`src/rtl/fibo_pkg.sv`:
```
// fibo_pkg: opcodes, register map, FSM states and micro-op type shared by the Fibonacci sequencer.
package fibo_pkg;
  localparam logic [2:0] OP_PASS_A = 3'b000;
  localparam logic [2:0] OP_ADD    = 3'b001;
  localparam logic [2:0] OP_DEC_A  = 3'b010;
  localparam logic [2:0] OP_CLR    = 3'b011;
  localparam logic [1:0] R_A   = 2'd0;
  localparam logic [1:0] R_B   = 2'd1;
  localparam logic [1:0] R_CNT = 2'd2;
  localparam logic [1:0] R_TMP = 2'd3;
  typedef enum logic [3:0] {
    S_IDLE  = 4'd0,
    S_LOAD  = 4'd1,
    S_CLR0  = 4'd2,
    S_INIT1 = 4'd3,
    S_CHECK = 4'd4,
    S_EMIT  = 4'd5,
    S_ADD   = 4'd6,
    S_MOV0  = 4'd7,
    S_MOV1  = 4'd8,
    S_DEC   = 4'd9,
    S_DONE  = 4'd10
  } state_e;
  typedef struct packed {
    logic [2:0] opcode;
    logic [1:0] rd_addr1;
    logic [1:0] rd_addr2;
    logic [1:0] wrt_addr;
    logic       wrt_en;
    logic       load_data;
    logic       term_valid;
    logic       start_ready;
    logic       busy;
    logic       done;
  } uop_t;
endpackage

```
`src/rtl/fibo_seq_ctrl_if.sv`:
```
// fibo_seq_ctrl_if: request, micro-op and term-stream signals between the sequencer and its environment.
interface fibo_seq_ctrl_if #(parameter int N_W = 8);
  logic           start_valid;
  logic           start_ready;
  logic [N_W-1:0] n;
  logic           zero_flag;
  logic [2:0]     alu_opcode;
  logic [1:0]     rd_addr1;
  logic [1:0]     rd_addr2;
  logic [1:0]     wrt_addr;
  logic           wrt_en;
  logic           load_data;
  logic [N_W-1:0] ld_value;
  logic           term_valid;
  logic           term_ready;
  logic           busy;
  logic           done;
  modport master (
    input  start_valid, n, zero_flag, term_ready,
    output start_ready, alu_opcode, rd_addr1, rd_addr2, wrt_addr, wrt_en,
           load_data, ld_value, term_valid, busy, done
  );
  modport slave (
    output start_valid, n, zero_flag, term_ready,
    input  start_ready, alu_opcode, rd_addr1, rd_addr2, wrt_addr, wrt_en,
           load_data, ld_value, term_valid, busy, done
  );
endinterface

```
`src/rtl/fibo_uop_decode.sv`:
```
// fibo_uop_decode: Moore map from sequencer state to the datapath micro-op and handshake flags.
module fibo_uop_decode
  import fibo_pkg::*;
#(parameter int N_W = 8) (
  input  state_e         i_state,
  input  logic [N_W-1:0] i_n_q,
  output uop_t           o_uop,
  output logic [N_W-1:0] o_ld_value
);
  always_comb begin
    o_uop = '0;
    o_uop.busy = 1'b1;
    o_ld_value = '0;
    case (i_state)
      S_IDLE: begin
        o_uop.busy = 1'b0;
        o_uop.start_ready = 1'b1;
      end
      S_LOAD: begin
        o_uop.wrt_addr = R_CNT;
        o_uop.wrt_en = 1'b1;
        o_uop.load_data = 1'b1;
        o_ld_value = i_n_q;
      end
      S_CLR0: begin
        o_uop.opcode = OP_CLR;
        o_uop.wrt_addr = R_A;
        o_uop.wrt_en = 1'b1;
      end
      S_INIT1: begin
        o_uop.wrt_addr = R_B;
        o_uop.wrt_en = 1'b1;
        o_uop.load_data = 1'b1;
        o_ld_value = N_W'(1);
      end
      S_CHECK: o_uop.rd_addr1 = R_CNT;
      S_EMIT: begin
        o_uop.rd_addr1 = R_A;
        o_uop.term_valid = 1'b1;
      end
      S_ADD: begin
        o_uop.opcode = OP_ADD;
        o_uop.rd_addr1 = R_A;
        o_uop.rd_addr2 = R_B;
        o_uop.wrt_addr = R_TMP;
        o_uop.wrt_en = 1'b1;
      end
      S_MOV0: begin
        o_uop.rd_addr1 = R_B;
        o_uop.wrt_addr = R_A;
        o_uop.wrt_en = 1'b1;
      end
      S_MOV1: begin
        o_uop.rd_addr1 = R_TMP;
        o_uop.wrt_addr = R_B;
        o_uop.wrt_en = 1'b1;
      end
      S_DEC: begin
        o_uop.opcode = OP_DEC_A;
        o_uop.rd_addr1 = R_CNT;
        o_uop.wrt_addr = R_CNT;
        o_uop.wrt_en = 1'b1;
      end
      S_DONE: o_uop.done = 1'b1;
      // stray encodings stay inert and refuse requests until the FSM is back in IDLE
      default: o_uop.busy = 1'b0;
    endcase
  end
endmodule

```
`src/rtl/fibo_seq_ctrl.sv`:
```
// fibo_seq_ctrl: sequences register-file/ALU micro-ops to stream n Fibonacci terms per request.
module fibo_seq_ctrl
  import fibo_pkg::*;
#(parameter int N_W = 8) (
  input logic              clk,
  input logic              rst_n,
  fibo_seq_ctrl_if.master  bus
);
  state_e         r_state;
  state_e         w_next;
  logic [N_W-1:0] r_n_q;
  logic [N_W-1:0] w_ld_value;
  uop_t           w_uop;
  logic           w_accept;
  assign w_accept = bus.start_valid && w_uop.start_ready;
  fibo_uop_decode #(.N_W(N_W)) u_dec (
    .i_state   (r_state),
    .i_n_q     (r_n_q),
    .o_uop     (w_uop),
    .o_ld_value(w_ld_value)
  );
  always_ff @(posedge clk or negedge rst_n) begin
    if (!rst_n) begin
      r_state <= S_IDLE;
      r_n_q <= '0;
    end else begin
      r_state <= w_next;
      if (w_accept) r_n_q <= bus.n;
    end
  end
  always_comb begin
    w_next = S_IDLE;
    case (r_state)
      S_IDLE:  w_next = w_accept ? S_LOAD : S_IDLE;
      S_LOAD:  w_next = S_CLR0;
      S_CLR0:  w_next = S_INIT1;
      S_INIT1: w_next = S_CHECK;
      S_CHECK: w_next = bus.zero_flag ? S_DONE : S_EMIT;
      S_EMIT:  w_next = bus.term_ready ? S_ADD : S_EMIT;
      S_ADD:   w_next = S_MOV0;
      S_MOV0:  w_next = S_MOV1;
      S_MOV1:  w_next = S_DEC;
      S_DEC:   w_next = S_CHECK;
      default: w_next = S_IDLE;
    endcase
  end
  assign bus.start_ready = w_uop.start_ready;
  assign bus.alu_opcode  = w_uop.opcode;
  assign bus.rd_addr1    = w_uop.rd_addr1;
  assign bus.rd_addr2    = w_uop.rd_addr2;
  assign bus.wrt_addr    = w_uop.wrt_addr;
  assign bus.wrt_en      = w_uop.wrt_en;
  assign bus.load_data   = w_uop.load_data;
  assign bus.ld_value    = w_ld_value;
  assign bus.term_valid  = w_uop.term_valid;
  assign bus.busy        = w_uop.busy;
  assign bus.done        = w_uop.done;
endmodule

```
`src/flat_wrapper.sv`:
```
// flat-port wrapper written by rule: the top's interface ports become plain ports
module fibo_seq_ctrl_flat import fibo_pkg::*;
#(parameter int N_W = 8)
  (clk, rst_n, bus_start_valid, bus_n, bus_zero_flag, bus_term_ready, bus_start_ready, bus_alu_opcode, bus_rd_addr1, bus_rd_addr2, bus_wrt_addr, bus_wrt_en, bus_load_data, bus_ld_value, bus_term_valid, bus_busy, bus_done);
  fibo_seq_ctrl_if #(.N_W(N_W)) bus_i ();
  input logic clk;
  input logic rst_n;
  input wire logic [$bits(bus_i.start_valid)-1:0] bus_start_valid;
  input wire logic [$bits(bus_i.n)-1:0] bus_n;
  input wire logic [$bits(bus_i.zero_flag)-1:0] bus_zero_flag;
  input wire logic [$bits(bus_i.term_ready)-1:0] bus_term_ready;
  output wire logic [$bits(bus_i.start_ready)-1:0] bus_start_ready;
  output wire logic [$bits(bus_i.alu_opcode)-1:0] bus_alu_opcode;
  output wire logic [$bits(bus_i.rd_addr1)-1:0] bus_rd_addr1;
  output wire logic [$bits(bus_i.rd_addr2)-1:0] bus_rd_addr2;
  output wire logic [$bits(bus_i.wrt_addr)-1:0] bus_wrt_addr;
  output wire logic [$bits(bus_i.wrt_en)-1:0] bus_wrt_en;
  output wire logic [$bits(bus_i.load_data)-1:0] bus_load_data;
  output wire logic [$bits(bus_i.ld_value)-1:0] bus_ld_value;
  output wire logic [$bits(bus_i.term_valid)-1:0] bus_term_valid;
  output wire logic [$bits(bus_i.busy)-1:0] bus_busy;
  output wire logic [$bits(bus_i.done)-1:0] bus_done;
  assign bus_i.start_valid = bus_start_valid;
  assign bus_i.n = bus_n;
  assign bus_i.zero_flag = bus_zero_flag;
  assign bus_i.term_ready = bus_term_ready;
  assign bus_start_ready = bus_i.start_ready;
  assign bus_alu_opcode = bus_i.alu_opcode;
  assign bus_rd_addr1 = bus_i.rd_addr1;
  assign bus_rd_addr2 = bus_i.rd_addr2;
  assign bus_wrt_addr = bus_i.wrt_addr;
  assign bus_wrt_en = bus_i.wrt_en;
  assign bus_load_data = bus_i.load_data;
  assign bus_ld_value = bus_i.ld_value;
  assign bus_term_valid = bus_i.term_valid;
  assign bus_busy = bus_i.busy;
  assign bus_done = bus_i.done;
  fibo_seq_ctrl #(.N_W(N_W)) u_core (.clk(clk), .rst_n(rst_n), .bus(bus_i));
endmodule
```
`config.mk`:
```
export PLATFORM = sky130hd
export DESIGN_NAME = fibo_seq_ctrl_flat
export DESIGN_NICKNAME = d
export VERILOG_FILES = /design/src/rtl/fibo_pkg.sv /design/src/rtl/fibo_seq_ctrl_if.sv /design/src/rtl/fibo_uop_decode.sv /design/src/rtl/fibo_seq_ctrl.sv /design/src/flat_wrapper.sv
export SDC_FILE = /design/constraint.sdc
export NUM_CORES = 1
export LEC_CHECK = 0
export ABC_CLOCK_PERIOD_IN_PS = 3100
export CAP_MARGIN = 40
export CORE_MARGIN = 2
export CORE_UTILIZATION = 45
export CTS_CLUSTER_SIZE = 12
export DETAILED_ROUTE_END_ITERATION = 8
export GPL_ROUTABILITY_DRIVEN = 0
export HOLD_SLACK_MARGIN = 0.08
export PLACE_DENSITY = 0.89
export SLEW_MARGIN = 40
export SYNTH_ARGS = -nofsm -noshare
export SYNTH_HDL_FRONTEND = slang
export SYNTH_HIERARCHICAL = 1
export SYNTH_SLANG_ARGS = --single-unit
export TNS_END_PERCENT = 1
```
`constraint.sdc`:
```
create_clock -name clk -period 3.1 [get_ports clk]
set_input_delay 0.31 -clock clk [delete_from_list [all_inputs] [get_ports clk]]
set_output_delay 0.31 -clock clk [all_outputs]
set_load 0.02 [all_outputs]
```
==> run summary, run 1 <==
The maximum vdd ir drop is roughly 0.73 mV. The number of buffers inserted for hold repair after clock tree synthesis came out at 0. The number of buffers created by CTS came out at 3. Setup repair after global routing left no endpoint under its margin. The worst hold path class is in -> async. After synthesis, the largest family of logic cells by area is simple AND/OR/NAND/NOR gates. Derived from the worst setup path, the maximum achievable clock frequency is 391.7 MHz.

At the end of the flow, the number of nets in the layout was 131. In this run the tightest slew margin relative to its limit is between 50% and 60%. The number of ports placed on the die boundary is 36. The filler cell count came out at approximately 160. The initial utilization of the core area, before any placement, comes to 48.94%. The clock period could shrink to 2.553 ns. 0 antenna diodes ended up in the layout. Tracing the worst setup path back leads to its startpoint at u_core/r_state[0]. The final routed wire length divided by cell count is 12.48 um. The first global-routing pass estimated approximately 2.6 mm of wire. The die area came out at 2285 um^2.

The first detailed-routing pass took 4 iterations. The combined area of the multi-input logic cells came out at 486.7 um^2. The number of pins exceeding their max-slew limit in the final report is 0. In the layout the commonest cells are clkdlybuf4s50_1 (33), dfrtp_1 (12), nand2b_1 (8), mux2_2 (8). The synthesized area divided by synthesized cell count is 9.923 um^2.

The clock root buffer is clkbuf_4. The number of library cell types mapped by synthesis is 35. The post-route DRC violation count is 0. The pin count of the biggest net entering global routing is 23. Global routing used approximately 16% of the available tracks. The number of violations reported at the end of detailed-routing iteration 0 came out at 12. The core region area came out at 1764 um^2. After Yosys synthesis, full adders, half adders and majority gates account for 0% of the synthesized area. In this run the number of H-tree levels came out at 1. The global-route congestion overflow total came out at 0. The area share of the largest cell type after synthesis came out at 34.78%. The clock skew is 0.001885 ns. By area the synthesized netlist is led by dfrtp_1 (35%), mux2_2 (10%), nand2b_1 (5.8%). TritonCTS built the clock tree. The area growth from synthesis to layout came out at 36.52%. The post-synthesis compound-gate area fraction is 14.06%. After detailed routing, the total wire length is 1.760 mm. Counting flops with a built-in enable in the synthesized netlist gives 0.

The library cell used most frequently in the layout, excluding fill and tap cells, is clkdlybuf4s50_1. After clock tree synthesis, the clock-pin slew on the worst setup and hold paths is 0.07 ns. The aggregate negative setup slack came out at 0 ns. At the later pin of the worst-skew pair, clock insertion delay measures 0.26 ns. The max-capacitance violation count came out at 0. The number of standard cells after synthesis came out at 87. For the worst setup path, the data arrival time is 2.24 ns. The fraction of the core area covered by cells at the end of the flow came out at 66.81%. The largest total area in the synthesized netlist belongs to dfrtp_1. The flow ran to the end, and the final reports show no timing, DRC or antenna violations. Per report_power, the clock group accounts for 7.1% of the total. The share of power burned in registers came out at between 20 and 30%.

By startpoint and endpoint, the worst setup path is classified as reg -> out. The fraction of power spent switching nets came out at 44.13%. STA classifies the critical path startpoint as a register. Counting every sink on the clock net gives 12. The final count of hold timing violations came out at 0. The count of vias placed by the detailed router is 693. The number of non-filler instances in the completed layout came out at 141. The biggest fanout along the worst timing path is 21. The post-synthesis share of cell area spent on xor and xnor gates came out at 2.029%. The die boundary height came out at about 48 um. The net switching power came out at 0.0005642 W.

For this run, the register share of the synthesized area comes to 34.78%. The mux contribution to synthesized area is 10.43%. The initial antenna violation count was 0.

In this run the critical register-to-register path is launched from u_core/r_state[1]. Data on the critical path is required at its endpoint by ~2.8 ns. The transition at the pin with the smallest max-transition slack came out at 0.6617 ns. The cell leakage power came out at 0.4635 nW. The count of final setup violators came out at 0. The number of instances in the placed design came out at 138. Dividing total power by cell area gives a power density of around 1100 nW/um^2. The simple-gate share of the synthesized area came out at slightly below 30%. Gates resized during post-CTS repair numbered 0. The total number of placement rows is 15.

The via count of the first global-routing pass came out at 563. The number of synthesized register bits is 12. The fraction of power consumed by combinational cells came out at a little over three fifths. The post-route antenna net violation count is 0. The horizontal die dimension is around 48 um. The count of buffers inserted at the top-level ports came out at 33. The worst setup path is captured at an output port. Cell internal power was estimated by the tool at 0.0007142 W. The HPWL reported at the end of detailed placement came out at approximately 1.4 mm. The setup fix buffers added after clock tree synthesis is 0.

In the final layout, flip-flops and latches occupy 300.3 um^2. The maximum clock path buffer count came out at 2. In the synthesized netlist the dominant register cell turns out to be dfrtp_1. The area of the mapped netlist came out at 863.3 um^2. The fraction of layout cells with a size suffix above 1 came out at 13.79%.

The proportion of register bits with asynchronous set or reset after synthesis is 100.0%. The number of cell instances on the worst register-to-register path came out at 3. The routed via count divided by cell count is 4.915. The count of yosys warnings during synthesis is 6. The share of the cycle needed by the critical path after routing is 82.36%.
==> power groups by stage <==
stage / clock network, W / registers, W / logic [W]
after floorplan: 0 / 0.000295 / 0.000628
after global placement: 0 / 0.000372 / 0.000791
after detailed placement: 0 / 0.000384 / 0.000812
after CTS: 0.0000953 / 0.000380 / 0.000813
after global routing: 0.000102 / 0.000400 / 0.000869
final: 0.0000907 / 0.000380 / 0.000807
==> metrics by stage <==
stage	hold WS (ns)	power, W	worst slack (ns)	instance area, um^2
6_report	0.3977	0.001278	0.5467	1179
3_5_place_dp	0.4848	0.001196	0.8348	1156
5_1_grt	0.4259	0.001371	0.3968	1179
4_1_cts	0.4033	0.001288	0.5380	1179
3_3_place_gp	0.4792	0.001163	0.8905	1156
2_1_floorplan	0.01441	0.0009229	1.018	867.1
==> final cells by class <==
| type | count | area share, % |
|---|---|---|
| clock buffer | 3 | 1.911 |
| inverter | 2 | 0.6369 |
| multi-input combinational | 66 | 41.30 |
| sequential | 12 | 25.48 |
| tap | 25 | 2.654 |
| timing repair buffer | 33 | 28.03 |
==> cell families (layout without fill, tap and decap cells) <==
family          count (synthesis)  after routing
simple gates                   37             37
compound gates                 17             17
flops                          12             12
buf+inv                        10             38
mux                             8              8
xor+xnor                        2              2
other cells                     1              2
==> synthesized netlist by cell type (2+ instances only) <==
library cell / count
buf_6: 4
buf_4: 3
or3b_1: 2
and2_1: 7
o21ai_0: 2
dfrtp_1: 12
nor2b_1: 3
inv_1: 2
nand2b_1: 8
o22ai_1: 2
mux2_2: 8
nor2_1: 7
a21oi_1: 4
nand2_1: 2
==> critical path, stage by stage (launching register included) <==
cell,delay [ns]
dfrtp_1,0.72
nor4b_4,0.45
and2_1,0.19
clkdlybuf4s50_1,0.61
==> routing by layer <==
layer / wire, um / global-route usage (%) / up-vias
met5: 0 / 0 / -
met4: 0 / 4.865 / 0
met3: 97 / 4.528 / 0
met2: 905 / 27.73 / 22
met1: 756 / 20.24 / 311
li1: - / - / 360
==> flip-flops by register name, indices dropped and copies added (netlist names) <==
register	count
u_core/r_n_q	8
u_core/r_state	4
==> path summary, 6_finish.rpt <==
path                                endpoint  slack [ns]
setup / recovery             bus_ld_value[5]        0.55
hold / removal               u_core/r_n_q[0]        0.40
setup reg to reg             u_core/r_n_q[0]        1.16
hold reg to reg              u_core/r_n_q[1]        0.50
max in group asynchronous  u_core/r_state[2]        2.35
min in group clk             u_core/r_n_q[1]        0.50
Power figures use the tool's default switching activity.
==> run 2: changes to the inputs <==
- ABC_CLOCK_PERIOD_IN_PS: 3100 -> 2100
- CORE_UTILIZATION: 45 -> 38
- PLACE_DENSITY: 0.89 -> 0.8
- clock period: 3.1 -> 2.1 ns (I/O delays scaled with it)
==> run 2 against run 1 <==
Effect of this change:
- final area up 5.7%
- final cell count up 7.8%
- via count up 5.6%
- highest routed layer unchanged
- critical path depth increased by 1
- clock skew increased by 0.00094 ns
- sequential power grew 25%
- register-to-register slack worse by 0.79 ns
- flip-flop and latch count unchanged
- combinational power is 65% higher
- core utilization decreased by 9.4 points
- die area increased by 17%
- critical path type unchanged
- count of clock-buffer cells in the layout is the same
- largest power group unchanged
==> run summary, run 2 (synthesis results as in run 1) <==
The flow ran to the end, and the final reports show no timing, DRC or antenna violations. The number of ports placed on the die boundary came out at 36. STA puts the critical path data arrival time at 1.76 ns. The clock root buffer is clkbuf_4. In the final layout, flip-flops and latches occupy just over 300 um^2.

The slowest stage of the critical path belongs to the cell clkdlybuf4s50_1. The fraction of the core area covered by cells at the end of the flow came out at 57.44%. The cell leakage power came out at 0.5930 nW.

The initialized floorplan defines 17 standard-cell rows. Once detail routing completed, the nets flagged for antenna violations numbered 0. The number of levels in the clock H-tree is 1. The share of power burned in registers is 24.6%. The finished cells cover 1246 um^2. The startpoint identified for the worst register-to-register timing path is u_core/r_state[1]. In the final layout, the multi-input gates occupy 495.5 um^2. The HPWL reported at the end of detailed placement is between 1 and 1.5 mm. The maximum vdd ir drop is 0.7586 mV. The worst hold path class is in -> async. 0 antenna diodes ended up in the layout. Broken down by cell family, the worst path's largest delay share belongs to buffers and inverters. The placed cell area is 1220 um^2. The horizontal die dimension came out at 51.67 um. Counting the buffers created by CTS gives 3.

Counting along the longest clock path gives a buffer depth of 2. The routing usage on met3 came out at 2.874%. The count of buffers inserted at the top-level ports is 33. The endpoint identified for the worst register-to-register timing path is u_core/r_n_q[3]. The aggregate negative setup slack is 0 ns. The fraction of power consumed by combinational cells is 68.8%. The total global routing track utilization came out at between 10 and 15%. The library cells used most frequently in the layout, excluding fill and tap cells, are clkdlybuf4s50_1 (17), dlygate4sd2_1 (13), dfrtp_1 (9). The number of pins exceeding their max-slew limit in the final report came out at 0. The global-route track usage on met1 is around 17%. The initial antenna violation count is 0.

The number of buffers and inverters on the critical path is 2. The worst setup path is launched from a register. STA classifies the critical path endpoint as an output port.

After global routing, the most crowded layer is met2. The via count of the first global-routing pass came out at approximately 700. The delay of the slowest cell on the worst path is 0.62 ns.

The global-route congestion overflow total came out at 0. The routing usage on met2 came out at 26.28%. The max-capacitance violation count came out at 0. The critical path class is reg -> out. From synthesis to final layout, the design area changed by 44.35%. After the flow finishes, the layout carries non-filler instances totaling around 150. The largest registers in the layout are u_core/r_n_q x8, u_core/r_state x4. The die boundary height is ~52 um.

The minimum clock period came out at roughly 2.0 ns. Setup repair after global routing left no endpoint under its margin. Clock latency on the worst-skew pair, taken at its later pin, is 0.26 ns.

The total area inside the core boundary comes to 2170 um^2. For flop-to-flop paths, the worst setup slack is 0.37 ns. TritonCTS built the clock tree. The transition at the pin with the smallest max-transition slack came out at 0.5041 ns.

In this run the post-CTS setup repair buffer count came out at 0. The fraction of layout cells with a size suffix above 1 is roughly 22%. In the finished design, the share of the clock period the worst path needs comes to 93.98%. The final count of hold timing violations came to 0. The most common library cell in the layout ignoring fill and taps is clkdlybuf4s50_1. Net switching is 44.11% of the power. The critical path goes through buf_4 -> nand2b_1 -> o22ai_1 -> clkdlybuf4s50_1. The net switching power is between 0.0008 and 0.0009 W. The number of violations reported at the end of detailed-routing iteration 0 came out at 8.

The number of iterations in the first detailed-routing pass came out at 3. The pin count of the biggest net entering global routing is 14. For the worst setup path, the data required time is 1.89 ns.

Counting every sink on the clock net gives 12. The count of final setup violators is 0. The filler cell count came out at ~210. The final routed wire length divided by cell count came out at 12.02 um. The top register by number of flip-flops is u_core/r_n_q.

The total power density per cell area is 1549 nW/um^2. The wire length of the first global-routing pass is 2.904 mm. The flip-flop count of the largest register after layout is 8. The maximum operating frequency is 506.7 MHz. The internal power of the cells totals ~0.0011 W. The die covers 2669 um^2.

Clock-pin slew was measured on the worst setup and hold paths at about 0.060 ns. The number of cell instances on the worst register-to-register path is 5. Once the floorplan was initialized, standard cells occupied 39.79% of the core.

After detailed routing, the number of vias per cell comes to a little under 5. The count of vias placed by the detailed router is 732. The total wire length after detailed routing came out at between 1.5 and 2 mm.

The fraction of power consumed by the clock network came out at 6.7%. The final-stage net count came out at 139. The clock skew is 0.002829 ns.

The number of instances in the placed design came out at 149. In the routed design, unresolved DRC markers number 0. The headroom to the max-slew limit is roughly two thirds. In this run the worst path has a maximum fanout of 9.
==> run 2: final cells by class <==
cell class	count	share of cell area, %
Multi-Input combinational cell	66	39.76
Timing Repair Buffer	41	30.62
Clock buffer	3	1.807
Sequential cell	12	24.40
Inverter	2	0.6024
Tap cell	28	2.811
==> run 2: worst register-to-register path: cells and delay by family, from the launching register on <==
family	cells	cell delay [ns]
buffers and inverters	2	0.38
and+or+nand+nor	2	0.46
muxes	1	0.31
DFF	1	0.47
==> run 2: what timing repair did <==
action / in CTS / in global routing
setup endpoints to repair: 14 / 3
gates cloned: 0 / 0
pin swaps: 1 / 0
hold buffers: 0 / 0
gates resized for setup: 16 / 4
==> run 2: per-stage QoR <==
| stage | worst slack, ns | total power, W | hold WS [ns] |
|---|---|---|---|
| after global routing | 0.01037 | 0.002073 | 0.3118 |
| after floorplan | 0.01842 | 0.001362 | -0.08559 |
| after detailed placement | 0.1421 | 0.001869 | 0.4853 |
| after global placement | 0.1618 | 0.001837 | 0.4797 |
| final | 0.1264 | 0.001930 | 0.2865 |
| after CTS | 0.04649 | 0.001953 | 0.2924 |
==> run 2: routing by layer <==
| metal | vias to the layer above | share of wire (%) | wire length, um |
|---|---|---|---|
| met5 | - | 0 | 0 |
| met4 | 0 | 0 | 0 |
| met3 | 0 | 6.5 | 119 |
| met2 | 26 | 49 | 894 |
| met1 | 327 | 44 | 813 |
| li1 | 379 | - | - |
==> run 2: worst max-delay path by stage <==
stage,start,end,slack [ns],cells after the start
floorplan,u_core/r_state[1],u_core/r_n_q[0],0.02,4
global placement,u_core/r_state[3],bus_rd_addr1[0],0.16,3
detailed placement,u_core/r_state[3],bus_ld_value[4],0.14,3
CTS,u_core/r_state[0],bus_wrt_en,0.05,4
global route,u_core/r_state[2],bus_ld_value[0],0.01,3
finish,u_core/r_state[1],bus_wrt_addr[1],0.13,4
==> run 2: power by group through the flow <==
stage                     logic (W)  registers [W]  clock network (W)
final                       0.00133       0.000474           0.000129
after global routing        0.00142       0.000495           0.000153
after CTS                   0.00134       0.000471           0.000139
after detailed placement    0.00140       0.000472                  0
after global placement      0.00137       0.000464                  0
after floorplan            0.000927       0.000436                  0
